===== src/rtl/qpu_exu_cwbck_arbt_if.sv =====
// CRF writeback bundle: three requester channels into the arbiter and the registered CRF write out of it.
// master = requester/observer side, slave = arbiter side.
interface qpu_exu_cwbck_arbt_if #(
  parameter int XLEN    = 32,
  parameter int RFIDX_W = 5
);
  logic               alu_wbck_i_valid;
  logic               alu_wbck_i_ready;
  logic [XLEN-1:0]    alu_wbck_i_data;
  logic [RFIDX_W-1:0] alu_wbck_i_rdidx;

  logic               qc_wbck_i_valid;
  logic               qc_wbck_i_ready;
  logic [XLEN-1:0]    qc_wbck_i_data;
  logic [RFIDX_W-1:0] qc_wbck_i_rdidx;

  logic               longp_wbck_i_valid;
  logic               longp_wbck_i_ready;
  logic [XLEN-1:0]    longp_wbck_i_data;
  logic [RFIDX_W-1:0] longp_wbck_i_rdidx;

  logic               rf_wbck_ena;
  logic [RFIDX_W-1:0] rf_wbck_rdidx;
  logic [XLEN-1:0]    rf_wbck_wdat;
  logic [1:0]         rf_wbck_src;
  logic               longp_ret_o;

  modport master (
    output alu_wbck_i_valid, alu_wbck_i_data, alu_wbck_i_rdidx,
    output qc_wbck_i_valid, qc_wbck_i_data, qc_wbck_i_rdidx,
    output longp_wbck_i_valid, longp_wbck_i_data, longp_wbck_i_rdidx,
    input  alu_wbck_i_ready, qc_wbck_i_ready, longp_wbck_i_ready,
    input  rf_wbck_ena, rf_wbck_rdidx, rf_wbck_wdat, rf_wbck_src, longp_ret_o
  );

  modport slave (
    input  alu_wbck_i_valid, alu_wbck_i_data, alu_wbck_i_rdidx,
    input  qc_wbck_i_valid, qc_wbck_i_data, qc_wbck_i_rdidx,
    input  longp_wbck_i_valid, longp_wbck_i_data, longp_wbck_i_rdidx,
    output alu_wbck_i_ready, qc_wbck_i_ready, longp_wbck_i_ready,
    output rf_wbck_ena, rf_wbck_rdidx, rf_wbck_wdat, rf_wbck_src, longp_ret_o
  );
endinterface


===== src/rtl/qpu_exu_cwbck_arbt.sv =====
// CRF write-port arbiter (ALU / qc / longp) with anti-starvation; QPU_CWBCK_ARBT_RR_EN selects round-robin base priority.
// Latency: 1 cycle from valid&ready to the registered CRF write and OITF retire pulse.
// Backpressure: ready is the combinational grant; the CRF never stalls, so one write per cycle.
module qpu_exu_cwbck_arbt #(
  parameter int XLEN       = 32,
  parameter int RFIDX_W    = 5,
  parameter int STARVE_MAX = 4
) (
  input logic                clk,
  input logic                rst_n,
  qpu_exu_cwbck_arbt_if.slave bus
);

  localparam logic [3:0] STARVE_LIM = 4'(STARVE_MAX);

  // Requester index: 0 = ALU, 1 = qc, 2 = longp (matches rf_wbck_src encoding)
  logic [2:0]         req_vld;
  logic [3:0]         starve_cnt [3];
  logic [2:0]         starved;
  logic [2:0]         cand;
  logic [2:0]         grant;
  logic               xfer;
  logic [1:0]         win_src;
  logic [XLEN-1:0]    win_data;
  logic [RFIDX_W-1:0] win_idx;

  logic               wb_ena_q;
  logic [RFIDX_W-1:0] wb_idx_q;
  logic [XLEN-1:0]    wb_dat_q;
  logic [1:0]         wb_src_q;
  logic               ret_q;

  assign req_vld = {bus.longp_wbck_i_valid, bus.qc_wbck_i_valid, bus.alu_wbck_i_valid};

  function automatic logic [2:0] pick3(input logic [2:0] c, input logic [1:0] a,
                                       input logic [1:0] b, input logic [1:0] d);
    logic [2:0] r;
    r = '0;
    if (c[a])      r[a] = 1'b1;
    else if (c[b]) r[b] = 1'b1;
    else if (c[d]) r[d] = 1'b1;
    return r;
  endfunction

`ifdef QPU_CWBCK_ARBT_RR_EN
  logic [1:0] last_ptr;
`endif

  always_comb begin
    for (int i = 0; i < 3; i++) begin
      starved[i] = req_vld[i] && (starve_cnt[i] == STARVE_LIM);
    end
    // Starved requesters shadow everyone else; the base order then picks among them
    cand = (|starved) ? starved : req_vld;
`ifdef QPU_CWBCK_ARBT_RR_EN
    unique case (last_ptr)
      2'd1:    grant = pick3(cand, 2'd0, 2'd2, 2'd1);
      2'd2:    grant = pick3(cand, 2'd1, 2'd0, 2'd2);
      default: grant = pick3(cand, 2'd2, 2'd1, 2'd0);
    endcase
`else
    grant = pick3(cand, 2'd2, 2'd1, 2'd0);
`endif
    if (!rst_n) grant = '0;
  end

  assign xfer = |grant;

  always_comb begin
    win_src  = 2'd0;
    win_data = bus.alu_wbck_i_data;
    win_idx  = bus.alu_wbck_i_rdidx;
    if (grant[2]) begin
      win_src  = 2'd2;
      win_data = bus.longp_wbck_i_data;
      win_idx  = bus.longp_wbck_i_rdidx;
    end else if (grant[1]) begin
      win_src  = 2'd1;
      win_data = bus.qc_wbck_i_data;
      win_idx  = bus.qc_wbck_i_rdidx;
    end
  end

  always_ff @(posedge clk) begin
    if (!rst_n) begin
      wb_ena_q <= 1'b0;
      wb_idx_q <= '0;
      wb_dat_q <= '0;
      wb_src_q <= 2'd0;
      ret_q    <= 1'b0;
      for (int i = 0; i < 3; i++) starve_cnt[i] <= 4'd0;
    end else begin
      // x0 writes consume the grant but never reach the register file
      wb_ena_q <= xfer && (win_idx != '0);
      ret_q    <= grant[2];
      if (xfer) begin
        wb_idx_q <= win_idx;
        wb_dat_q <= win_data;
        wb_src_q <= win_src;
      end
      for (int i = 0; i < 3; i++) begin
        if (!req_vld[i] || grant[i])        starve_cnt[i] <= 4'd0;
        else if (starve_cnt[i] != STARVE_LIM) starve_cnt[i] <= starve_cnt[i] + 4'd1;
      end
    end
  end

`ifdef QPU_CWBCK_ARBT_RR_EN
  // Pointer starts at ALU so longp leads the first rotation after reset
  always_ff @(posedge clk) begin
    if (!rst_n)    last_ptr <= 2'd0;
    else if (xfer) last_ptr <= win_src;
  end
`endif

  assign bus.alu_wbck_i_ready   = grant[0];
  assign bus.qc_wbck_i_ready    = grant[1];
  assign bus.longp_wbck_i_ready = grant[2];
  assign bus.rf_wbck_ena        = wb_ena_q;
  assign bus.rf_wbck_rdidx      = wb_idx_q;
  assign bus.rf_wbck_wdat       = wb_dat_q;
  assign bus.rf_wbck_src        = wb_src_q;
  assign bus.longp_ret_o        = ret_q;

endmodule

===== src/flat_wrapper.sv =====
// flat-port wrapper written by rule: the top's interface ports become plain ports
module qpu_exu_cwbck_arbt_flat 
#(
  parameter int XLEN       = 32,
  parameter int RFIDX_W    = 5,
  parameter int STARVE_MAX = 4
)
  (clk, rst_n, bus_alu_wbck_i_valid, bus_alu_wbck_i_data, bus_alu_wbck_i_rdidx, bus_qc_wbck_i_valid, bus_qc_wbck_i_data, bus_qc_wbck_i_rdidx, bus_longp_wbck_i_valid, bus_longp_wbck_i_data, bus_longp_wbck_i_rdidx, bus_alu_wbck_i_ready, bus_qc_wbck_i_ready, bus_longp_wbck_i_ready, bus_rf_wbck_ena, bus_rf_wbck_rdidx, bus_rf_wbck_wdat, bus_rf_wbck_src, bus_longp_ret_o);
  qpu_exu_cwbck_arbt_if #(.XLEN(XLEN), .RFIDX_W(RFIDX_W)) bus_i ();
  input logic clk;
  input logic rst_n;
  input wire logic [$bits(bus_i.alu_wbck_i_valid)-1:0] bus_alu_wbck_i_valid;
  input wire logic [$bits(bus_i.alu_wbck_i_data)-1:0] bus_alu_wbck_i_data;
  input wire logic [$bits(bus_i.alu_wbck_i_rdidx)-1:0] bus_alu_wbck_i_rdidx;
  input wire logic [$bits(bus_i.qc_wbck_i_valid)-1:0] bus_qc_wbck_i_valid;
  input wire logic [$bits(bus_i.qc_wbck_i_data)-1:0] bus_qc_wbck_i_data;
  input wire logic [$bits(bus_i.qc_wbck_i_rdidx)-1:0] bus_qc_wbck_i_rdidx;
  input wire logic [$bits(bus_i.longp_wbck_i_valid)-1:0] bus_longp_wbck_i_valid;
  input wire logic [$bits(bus_i.longp_wbck_i_data)-1:0] bus_longp_wbck_i_data;
  input wire logic [$bits(bus_i.longp_wbck_i_rdidx)-1:0] bus_longp_wbck_i_rdidx;
  output wire logic [$bits(bus_i.alu_wbck_i_ready)-1:0] bus_alu_wbck_i_ready;
  output wire logic [$bits(bus_i.qc_wbck_i_ready)-1:0] bus_qc_wbck_i_ready;
  output wire logic [$bits(bus_i.longp_wbck_i_ready)-1:0] bus_longp_wbck_i_ready;
  output wire logic [$bits(bus_i.rf_wbck_ena)-1:0] bus_rf_wbck_ena;
  output wire logic [$bits(bus_i.rf_wbck_rdidx)-1:0] bus_rf_wbck_rdidx;
  output wire logic [$bits(bus_i.rf_wbck_wdat)-1:0] bus_rf_wbck_wdat;
  output wire logic [$bits(bus_i.rf_wbck_src)-1:0] bus_rf_wbck_src;
  output wire logic [$bits(bus_i.longp_ret_o)-1:0] bus_longp_ret_o;
  assign bus_i.alu_wbck_i_valid = bus_alu_wbck_i_valid;
  assign bus_i.alu_wbck_i_data = bus_alu_wbck_i_data;
  assign bus_i.alu_wbck_i_rdidx = bus_alu_wbck_i_rdidx;
  assign bus_i.qc_wbck_i_valid = bus_qc_wbck_i_valid;
  assign bus_i.qc_wbck_i_data = bus_qc_wbck_i_data;
  assign bus_i.qc_wbck_i_rdidx = bus_qc_wbck_i_rdidx;
  assign bus_i.longp_wbck_i_valid = bus_longp_wbck_i_valid;
  assign bus_i.longp_wbck_i_data = bus_longp_wbck_i_data;
  assign bus_i.longp_wbck_i_rdidx = bus_longp_wbck_i_rdidx;
  assign bus_alu_wbck_i_ready = bus_i.alu_wbck_i_ready;
  assign bus_qc_wbck_i_ready = bus_i.qc_wbck_i_ready;
  assign bus_longp_wbck_i_ready = bus_i.longp_wbck_i_ready;
  assign bus_rf_wbck_ena = bus_i.rf_wbck_ena;
  assign bus_rf_wbck_rdidx = bus_i.rf_wbck_rdidx;
  assign bus_rf_wbck_wdat = bus_i.rf_wbck_wdat;
  assign bus_rf_wbck_src = bus_i.rf_wbck_src;
  assign bus_longp_ret_o = bus_i.longp_ret_o;
  qpu_exu_cwbck_arbt #(.XLEN(XLEN), .RFIDX_W(RFIDX_W), .STARVE_MAX(STARVE_MAX)) u_core (.clk(clk), .rst_n(rst_n), .bus(bus_i));
endmodule

===== config.mk =====
export PLATFORM = sky130hd
export DESIGN_NAME = qpu_exu_cwbck_arbt_flat
export DESIGN_NICKNAME = d
export VERILOG_FILES = /design/src/rtl/qpu_exu_cwbck_arbt_if.sv /design/src/rtl/qpu_exu_cwbck_arbt.sv /design/src/flat_wrapper.sv
export SDC_FILE = /design/constraint.sdc
export NUM_CORES = 1
export LEC_CHECK = 0
export CAP_MARGIN = 20
export CORE_ASPECT_RATIO = 1.1
export CORE_UTILIZATION = 41
export DETAILED_ROUTE_END_ITERATION = 16
export GPL_TIMING_DRIVEN = 0
export PLACE_DENSITY = 0.88
export RECOVER_POWER = 25
export SLEW_MARGIN = 20
export SYNTH_ARGS = -nofsm -noshare
export SYNTH_HDL_FRONTEND = slang
export SYNTH_SLANG_ARGS = --single-unit

===== constraint.sdc =====
create_clock -name clk -period 3.2 [get_ports clk]
set_clock_uncertainty 0.05 [all_clocks]
set_input_delay 0.64 -clock clk [delete_from_list [all_inputs] [get_ports clk]]
set_output_delay 0.64 -clock clk [all_outputs]
set_load 0.01 [all_outputs]

==> results.tsv, run 1 <==
stage	metric	value	unit
worst_setup_path	path_common_cell	clkdlybuf4s50_1	
global_route	grt_pass1_vias	2980	
clock_network	htreeDepth	2	
global_route	grt_pass1_wl	13800	um
placement	gp_congestion	0.807	
worst_setup_path	crit_arrival	2450	ps
routing	vias	2937	
finish	antennaDiodeCount	0	
clock_network	clockRootBuffer	clkbuf_8	
global_route	grt_usage	25.9	%
global_route	antenna_found_initial	0	
worst_setup_path	cpPeakStageDelay	540	ps
clock_network	clock_sinks	53	
global_route	gr-total-overflow	0	
floorplan	start_util	43.0	%
floorplan	rows	30	
synth	synth_compound_area_share	28.2	%
worst_setup_path	path_buf_inv	3	
synth	synth_area_per_cell	9.39	um2
global_route	grt_max_degree	18	
routing	drt-total-wl	8620	um
synth	async_reset_ff_share	0	%
power	power_leakage	1.72	nW
sta	rsz0062_at_grt	no	
routing	viasPerCell	5.49	
clock_network	numCtsBuffers	5	
power	power_density	356	nW/um2
finish	fillerInstances	498	
finish	final_nets	576	
floorplan	die_w	79.1	um
synth	syn_inst	285	
finish	stdcell_count	535	
synth	synth_top_family_by_area	compound AO/OA/AOI/OAI gates	
clock_network	clock_latency	300	ps
synth	synth_simple_gate_area_share	14.1	%
worst_setup_path	end_kind	output port	
synth	seq_area_frac_synth	44.1	%
run_status	status	finished, final reports clean	
power	vdd_ir_drop_max	0.230	mV
routing	first_iter_violations	185	
min_path	hold_class	reg -> reg	
routing	firstDrtPassIters	5	
placement	portBuffers	158	
sta	min_period	3140	ps
worst_setup_path	slowest_stage	clkdlybuf4s50_1	
worst_setup_path	worst_setup_path_start_kind	primary input	
worst_setup_path	crit_fanout	10	
routing	wl_per_cell	16.1	um
finish	final_core_util	71.9	%
synth	synth_edf_count	12	
clock_network	cts_buffer_depth	2	
sta	tns	0	ps
worst_setup_path	cp.required	2510	ps
sta	fmax	318	MHz
synth	muxShareOfSynthArea	0	%
synth	synth_xor_area_share	1.96	%
routing	ant_nets	0	
worst_setup_path	crit_family	buffers and inverters	
placement	dp.cells	526	
floorplan	die_area	6860	um2
flow_run	cap_violations	0	
placement	dpl.hpwl	6680	um
sta	slew_viol_final	0	
finish	area_growth	67.4	%
finish	drive_above_1_share	7.69	%
floorplan	io_pins	160	
sta	finalSetupViolCount	0	
routing	drc_errors	0	
sta	holdWs	403	ps
synth	ys_warn_count	0	
synth	ys_ff_latch	53	
sta	hold_viol	0	
worst_setup_path	crit_type	in -> out	
floorplan	die_h	86.8	um
synth	yosysUniqueCellTypes	45	
sta	post-route-period-util	98.2	%
floorplan	core_area	6230	um2
synth	synth_adder_area_share	2.80	%
clock_network	path_clk_slew	90	ps
clock_network	cts.hold.buffers_added	0	
synth	synth_flop_cell	dfxtp_1	
synth	syn_area	2680	um2
clock_network	tritoncts	built	
worst_setup_path	crit_chain	clkdlybuf4s50_1 > and4b_2 > o21ai_4 > and2_1 > buf_6 > clkdlybuf4s50_1	
==> power by group <==
group / internal, mW / leakage (nW) / total (mW) / switching, mW
combinational: 0.276 / 1.20 / 0.460 / 0.183
sequential: 0.735 / 0.480 / 0.764 / 0.0281
clock: 0.155 / 0.0417 / 0.373 / 0.217
==> sequential cells by signal, indices dropped and copies added (netlist names) <==
register,count
u_core.bus.rf_wbck_wdat,32
u_core.bus.rf_wbck_ena,1
u_core.bus.rf_wbck_src,2
u_core.starve_cnt,12
u_core.bus.longp_ret_o,1
u_core.bus.rf_wbck_rdidx,5
==> final cells by class <==
cell class                 count  area, um2  area share [%]
timing repair buffer         160       1590            35.6
inverter                      28        108            2.40
buffer                        19        129            2.88
tap                           80        100            2.23
multi-input combinational    187       1280            28.6
clock inverter                 2       13.8           0.307
clock buffer                   6       72.6            1.62
sequential                    53       1180            26.4
==> logic make-up after synthesis <==
| group | after synthesis |
|---|---|
| buffers and inverters | 48 |
| adders and majority gates | 6 |
| AOI/OAI and AO/OA | 90 |
| xor gates and xnor gates | 6 |
| DFF | 53 |
| other | 1 |
| and+or+nand+nor | 81 |
==> worst paths after layout <==
kind,slack [ps],to,startpoint,depth (start not counted)
max,60,bus_longp_wbck_i_ready,bus_qc_wbck_i_valid,6
min,400,u_core.bus.rf_wbck_wdat[28],u_core.bus.rf_wbck_wdat[28],2
max reg2reg,610,u_core.bus.rf_wbck_wdat[8],u_core.starve_cnt[0][0],9
min reg2reg,400,u_core.bus.rf_wbck_wdat[28],u_core.bus.rf_wbck_wdat[28],2
==> layer usage <==
layer,global-route usage (%),vias to the layer above,part of all wire (%)
li1,-,1408,-
met1,29.6,1380,38
met2,47.3,139,51
met3,6.00,10,9.1
met4,8.43,0,1.2
met5,0,-,0
==> timing repair <==
item / CTS / global route
resized for setup: 6 / 2
cloned: 0 / 0
pin swaps: 1 / 1
endpoints found under the setup margin: 3 / 1
buffers inserted: 2 / 0
==> metrics by stage <==
| step | setup slack (ps) | total power, mW | cell area, um2 |
|---|---|---|---|
| global placement | -376 | 1.23 | 4370 |
| finish | 57.3 | 1.60 | 4480 |
| floorplan | 967 | 0.959 | 2690 |
| detailed placement | -401 | 1.25 | 4370 |
| global route | 5.99 | 1.69 | 4480 |
| CTS | 26.3 | 1.62 | 4480 |
==> cells in the final DEF, fill, tap and decap left out, types with 5 or more instances in the layout <==
cell type        netlist  final
clkdlybuf4s50_1        0    135
nor2_1                48     48
dfxtp_1               41     41
inv_1                 26     26
dlygate4sd3_1          0     21
a222oi_1              17     17
o22ai_1               16     16
o32ai_1               16     16
a211oi_1              15     15
edfxtp_1              12     12
nand2_1                9      9
buf_2                  9      7
nand3_1                7      7
ha_1                   6      6
clkbuf_1               4      5
and2_1                 5      5
buf_6                  4      5
buf_4                  3      5
clkbuf_8               0      5
==> tightest hold or removal path, stage by stage (launching register included) <==
cell,delay [ps]
dfxtp_1,320
inv_1,40
o32ai_1,50
==> synth_stat cells, types with 2 or more instances <==
| library cell | instances | area (um2) |
|---|---|---|
| buf_6 | 4 | 45.0 |
| nand3_1 | 7 | 35.0 |
| a211oi_1 | 15 | 113 |
| buf_4 | 3 | 22.5 |
| a222oi_1 | 17 | 170 |
| xor2_1 | 3 | 26.3 |
| o22ai_1 | 16 | 100 |
| inv_1 | 26 | 97.6 |
| o221ai_1 | 3 | 26.3 |
| dfxtp_1 | 41 | 821 |
| and2_1 | 5 | 31.3 |
| o31ai_1 | 2 | 15.0 |
| a22o_1 | 2 | 17.5 |
| buf_2 | 9 | 45.0 |
| edfxtp_1 | 12 | 360 |
| a21oi_1 | 4 | 20.0 |
| clkbuf_1 | 4 | 15.0 |
| nand2_1 | 9 | 33.8 |
| nand3b_1 | 4 | 30.0 |
| ha_1 | 6 | 75.1 |
| o21ai_0 | 4 | 20.0 |
| nor2_1 | 48 | 180 |
| xnor2_1 | 3 | 26.3 |
| o32ai_1 | 16 | 140 |
| and4b_1 | 2 | 20.0 |
Power figures use the tool's default switching activity.
==> run 2: changes to the inputs <==
==> constraint.sdc (replaced) <==
create_clock -name clk -period 3.2 [get_ports clk]
set_clock_uncertainty 0.05 [all_clocks]
set_input_delay 0.48 -clock clk [delete_from_list [all_inputs] [get_ports clk]]
set_output_delay 0.48 -clock clk [all_outputs]
set_load 0.01 [all_outputs]
==> run 2 against run 1 <==
Maximum frequency grew 1.8%; non-clock buffer count shrank 2; clock power is essentially flat; sequential power is essentially flat; critical path type unchanged; critical endpoint unchanged.
==> results.tsv, run 2 (same netlist as run 1, synthesis figures left out) <==
stage	metric	value	unit	change
worst_setup_path	crit_arrival	2560	ps	was 2450 ps
sta	hold_viol	0		unchanged
power	seqPwrFrac	47.9	%	was 47.8%
worst_setup_path	slowest_stage	clkdlybuf4s50_1		unchanged
sta	min_period	3090	ps	was 3140 ps
global_route	grt_max_degree	19		was 18
floorplan	core_area	6230	um2	unchanged
finish	area_growth	66.8	%	was 67.4%
placement	gp_congestion	0.807		unchanged
global_route	gr-total-overflow	0		unchanged
finish	layout_common_cells	133 x clkdlybuf4s50_1, 48 x nor2_1, 41 x dfxtp_1		was 135 x clkdlybuf4s50_1, 48 x nor2_1, 41 x dfxtp_1
finish	drive_above_1_share	7.28	%	was 7.69%
routing	drt-total-wl	8520	um	was 8620 um
finish	multi_input_area	1280	um2	unchanged
clock_network	cts_buffer_depth	2		unchanged
clock_network	path_clk_slew	100	ps	was 90 ps
sta	rsz0062_at_grt	no		unchanged
finish	largest_register_ff_count	32		unchanged
sta	slew_viol_final	0		unchanged
placement	portBuffers	158		unchanged
floorplan	start_util	43.0	%	unchanged
routing	viasPerCell	5.49		about the same
run_status	status	finished, final reports clean		unchanged
routing	firstDrtPassIters	6		was 5
power	power_leakage	1.71	nW	was 1.72 nW
power	clkPwrFrac	23.5	%	was 23.3%
floorplan	rows	30		unchanged
worst_setup_path	path_common_cell	clkdlybuf4s50_1		unchanged
power	total_power	1.59	mW	was 1.60 mW
power	vdd_ir_drop_max	0.230	mV	about the same
floorplan	die_area	6860	um2	unchanged
sta	finalSetupViolCount	0		unchanged
global_route	grt_pass1_wl	13600	um	was 13,800 um
clock_network	cts.hold.buffers_added	0		unchanged
worst_setup_path	worst_setup_path_start_kind	primary input		unchanged
sta	post-route-period-util	96.5	%	was 98.2%
finish	final_nets	574		was 576
floorplan	die_h	86.8	um	unchanged
routing	wl_per_cell	16.0	um	was 16.1 um
worst_setup_path	end_kind	output port		unchanged
worst_setup_path	crit_type	in -> out		unchanged
power	switching_power	0.429	mW	about the same
power	p_comb_share	28.6	%	was 28.8%
power	switching_share	26.9	%	about the same
flow_run	cap_violations	0		unchanged
finish	fillerInstances	501		was 498
clock_network	clock_sinks	53		unchanged
worst_setup_path	path_buf_inv	3		unchanged
floorplan	io_pins	160		unchanged
global_route	grt_pass1_vias	2974		was 2,980
worst_setup_path	crit_chain	clkdlybuf4s50_1 > and4b_2 > o21ai_4 > and2_1 > buf_2 > clkdlybuf4s50_1		was clkdlybuf4s50_1 > and4b_2 > o21ai_4 > and2_1 > buf_6 > clkdlybuf4s50_1
clock_network	post_cts_buffers	0		was 2
routing	first_iter_violations	156		was 185
clock_network	clock_latency	310	ps	was 300 ps
clock_network	clockRootBuffer	clkbuf_8		unchanged
finish	seq_area	1180	um2	unchanged
worst_setup_path	crit_fanout	10		unchanged
clock_network	numCtsBuffers	5		unchanged
routing	drc_errors	0		unchanged
power	internal-power	1.16	mW	was 1.17 mW
sta	holdWs	403	ps	about the same
worst_setup_path	cpPeakStageDelay	590	ps	was 540 ps
finish	layout_commonest_cell	clkdlybuf4s50_1		unchanged
sta	fmax	324	MHz	was 318 MHz
finish	antennaDiodeCount	0		unchanged
worst_setup_path	crit_family	buffers and inverters		unchanged
worst_setup_path	cp.required	2670	ps	was 2510 ps
routing	ant_nets	0		unchanged
clock_network	htreeDepth	2		unchanged
power	power_density	357	nW/um2	was 356 nW/um2
routing	vias	2926		was 2,937
global_route	grt_usage	25.7	%	was 25.9%
global_route	antenna_found_initial	0		unchanged
clock_network	tritoncts	built		unchanged
placement	dpl.hpwl	6680	um	unchanged
floorplan	die_w	79.1	um	unchanged
min_path	hold_class	reg -> reg		unchanged
[run 2: changes by cell type in the layout (fill, tap and decap cells not counted), sizes merged]
cell           change
dlygate4sd2        -2
buf                -2
dlygate4sd3        +4
inv                -1
clkinv             +1
clkdlybuf4s50      -2
[run 2: area by class of cell]
class                           count  area share [%]
Timing Repair Buffer              158            35.4
Multi-Input combinational cell    187            28.7
Sequential cell                    53            26.4
Buffer                             19            2.75
Inverter                           28            2.47
Tap cell                           80            2.24
Clock buffer                        6            1.63
Clock inverter                      2           0.308
[run 2: layer usage]
| metal | vias up | global-route usage [%] | wire [um] |
|---|---|---|---|
| li1 | 1407 | - | - |
| met1 | 1364 | 29.4 | 3320 |
| met2 | 140 | 46.6 | 4310 |
| met3 | 15 | 5.89 | 764 |
| met4 | 0 | 8.60 | 126 |
| met5 | - | 0 | 0 |
[run 2: what timing repair did]
action	in CTS	in global routing
hold endpoints to repair	0	0
gates resized for setup	1	4
endpoints found under the setup margin	1	2
[run 2: per-stage QoR]
| stage | util, % | setup WS, ps | instance area [um2] | TNS, ps | instances |
|---|---|---|---|---|---|
| after floorplan | - | 1140 | 2690 | 0 | 288 |
| after global placement | 70.1 | -56.1 | 4370 | -56.1 | 526 |
| after detailed placement | 70.1 | -81.1 | 4370 | -81.1 | 526 |
| after CTS | 71.5 | 48.9 | 4450 | 0 | 533 |
| after global routing | 71.7 | 16.8 | 4470 | 0 | 533 |
| final | 71.7 | 113 | 4470 | 0 | 533 |
[run 2: path summary, 6_finish.rpt]
check	cells past startpoint	end	start	slack, ps
max	6	bus_longp_wbck_i_ready	bus_qc_wbck_i_valid	110
min	2	u_core.bus.rf_wbck_wdat[28]	u_core.bus.rf_wbck_wdat[28]	400
max reg2reg	8	u_core.bus.rf_wbck_wdat[8]	u_core.starve_cnt[0][0]	750
min reg2reg	2	u_core.bus.rf_wbck_wdat[28]	u_core.bus.rf_wbck_wdat[28]	400
[run 2: tightest hold or removal path, cell delays in order, from the launching register on]
cell and delay, ps:
dfxtp_1 320, inv_1 40, o32ai_1 50
[run 2: power groups by stage]
stage	Sequential, mW	Clock (mW)	Combinational, mW
global placement	0.776	0	0.458
global route	0.770	0.418	0.495
CTS	0.764	0.381	0.468
floorplan	0.800	0	0.159
detailed placement	0.779	0	0.466
finish	0.763	0.374	0.456
==> run 3: changes to the inputs <==
--- a/config.mk
+++ b/config.mk
@@ -10,6 +10,7 @@
 export CORE_UTILIZATION = 41
 export DETAILED_ROUTE_END_ITERATION = 16
 export GPL_TIMING_DRIVEN = 0
+export MAX_ROUTING_LAYER = met4
 export PLACE_DENSITY = 0.88
 export RECOVER_POWER = 25
 export SLEW_MARGIN = 20
==> run 3 against run 2 <==
Wire length shrank 0.52%; count of clock-buffer cells in the layout is the same; sequential share of layout area is the same; register-to-register slack is essentially flat; maximum frequency is essentially flat; non-clock buffer count is the same; global-route usage grew 0.72 points; largest cell class unchanged.
==> results.tsv, run 3 (same netlist as run 1, synthesis figures left out) <==
stage	metric	value	unit	change
sta	tns	0	ps	unchanged
worst_setup_path	cp.required	2670	ps	about the same
placement	place_ws	-81.1	ps	unchanged
floorplan	start_util	43.0	%	unchanged
placement	dpl.hpwl	6680	um	unchanged
clock_network	clock_sinks	53		unchanged
finish	stdcell_count	533		unchanged
power	power_leakage	1.71	nW	unchanged
clock_network	clockRootBuffer	clkbuf_8		unchanged
finish	multi_input_area	1280	um2	unchanged
clock_network	path_clk_slew	90	ps	was 100 ps
power	power_density	356	nW/um2	was 357 nW/um2
floorplan	die_h	86.8	um	unchanged
run_status	status	finished, final reports clean		unchanged
finish	layout_commonest_cell	clkdlybuf4s50_1		unchanged
clock_network	htreeDepth	2		unchanged
sta	fmax	324	MHz	about the same
global_route	grt_pass1_wl	13600	um	unchanged
sta	slew_viol_final	0		unchanged
global_route	grt_pass1_vias	2978		was 2,974
floorplan	core_area	6230	um2	unchanged
clock_network	numCtsBuffers	5		unchanged
routing	wl_per_cell	15.9	um	was 16.0 um
global_route	gr-total-overflow	0		unchanged
finish	layout_common_cells	133 x clkdlybuf4s50_1, 48 x nor2_1, 41 x dfxtp_1		unchanged
clock_network	cts_buffer_depth	2		unchanged
finish	fillerInstances	501		unchanged
floorplan	die_w	79.1	um	unchanged
finish	area_growth	66.8	%	unchanged
floorplan	io_pins	160		unchanged
sta	hold_viol	0		unchanged
routing	met2WireLength	4320	um	was 4310 um
finish	final_nets	574		unchanged
worst_setup_path	crit_fanout	10		unchanged
routing	viasPerCell	5.47		was 5.49
worst_setup_path	worst_setup_path_start_kind	primary input		unchanged
finish	final_area	4470	um2	unchanged
worst_setup_path	crit_arrival	2560	ps	about the same
global_route	grt_usage	26.4	%	was 25.7%
global_route	grt_max_degree	19		unchanged
sta	min_period	3090	ps	about the same
routing	ant_nets	0		unchanged
sta	finalSetupViolCount	0		unchanged
worst_setup_path	end_kind	output port		unchanged
finish	drive_above_1_share	7.28	%	unchanged
power	vdd_ir_drop_max	0.229	mV	was 0.230 mV
floorplan	die_area	6860	um2	unchanged
finish	seq_area	1180	um2	unchanged
sta	rsz0062_at_grt	no		unchanged
global_route	antenna_found_initial	0		unchanged
routing	drt-total-wl	8470	um	was 8520 um
finish	antennaDiodeCount	0		unchanged
min_path	holdPathStages	2		unchanged
routing	vias	2916		was 2,926
routing	firstDrtPassIters	5		was 6
clock_network	post_cts_buffers	0		unchanged
clock_network	tritoncts	built		unchanged
worst_setup_path	rr_worst_depth	8		unchanged
flow_run	cap_violations	0		unchanged
placement	dp.cells	526		unchanged
routing	first_iter_violations	160		was 156
placement	gp_congestion	0.819		was 0.807
sta	setup_ws	112	ps	was 113 ps
routing	wl_met3	694	um	was 764 um
routing	wl_met1	3330	um	was 3320 um
finish	largest_register_ff_count	32		unchanged
placement	portBuffers	158		unchanged
floorplan	rows	30		unchanged
sta	post-route-period-util	96.5	%	about the same
sta	holdWs	404	ps	was 403 ps
clock_network	clock_latency	300	ps	was 310 ps
routing	drc_errors	0		unchanged
placement	placed_area	4370	um2	unchanged
worst_setup_path	crit_type	in -> out		unchanged
routing	dr.max_layer_used	met4		unchanged
min_path	hold_class	reg -> reg		unchanged
## run 3: timing repair
item	CTS	global route
endpoints found under the hold margin	0	0
gates resized for setup	1	4
hold buffers	0	0
endpoints found under the setup margin	1	2
pin swaps	0	0
## run 3: power by group
group	total [mW]	switching [mW]	internal [mW]
logic	0.456	0.182	0.274
clock network	0.372	0.217	0.155
registers	0.763	0.0278	0.735
total	1.59	0.427	1.16
## run 3: worst paths after layout
check / from / to / slack [ps]
setup / recovery: bus_qc_wbck_i_valid / bus_longp_wbck_i_ready / 110
hold / removal: u_core.bus.rf_wbck_wdat[28] / u_core.bus.rf_wbck_wdat[28] / 400
setup reg to reg: u_core.starve_cnt[0][0] / u_core.bus.rf_wbck_wdat[8] / 750
hold reg to reg: u_core.bus.rf_wbck_wdat[28] / u_core.bus.rf_wbck_wdat[28] / 400
## run 3: metal layers
layer	vias up	global-route usage, %
met5	-	-
met4	0	8.60
met3	12	4.74
met2	136	46.6
met1	1360	30.0
li1	1408	-
## run 3: final cells by class
type / instances / share of cell area (%)
plain buffers: 19 / 2.75
clock buffers: 6 / 1.63
clock inverters: 2 / 0.308
inverters: 28 / 2.47
multi-input cells: 187 / 28.7
flip-flops and latches: 53 / 26.4
well taps: 80 / 2.24
repair buffers: 158 / 35.4
## run 3: through the flow
step                util, %  power [mW]
floorplan                 -       0.959
global placement       70.1        1.23
detailed placement     70.1        1.25
CTS                    71.5        1.61
global route           71.7        1.68
finish                 71.7        1.59
## run 3: critical path, cell delays in order
cell	delay, ps
clkdlybuf4s50_1	460
and4b_2	330
o21ai_4	250
and2_1	180
buf_2	270
clkdlybuf4s50_1	590
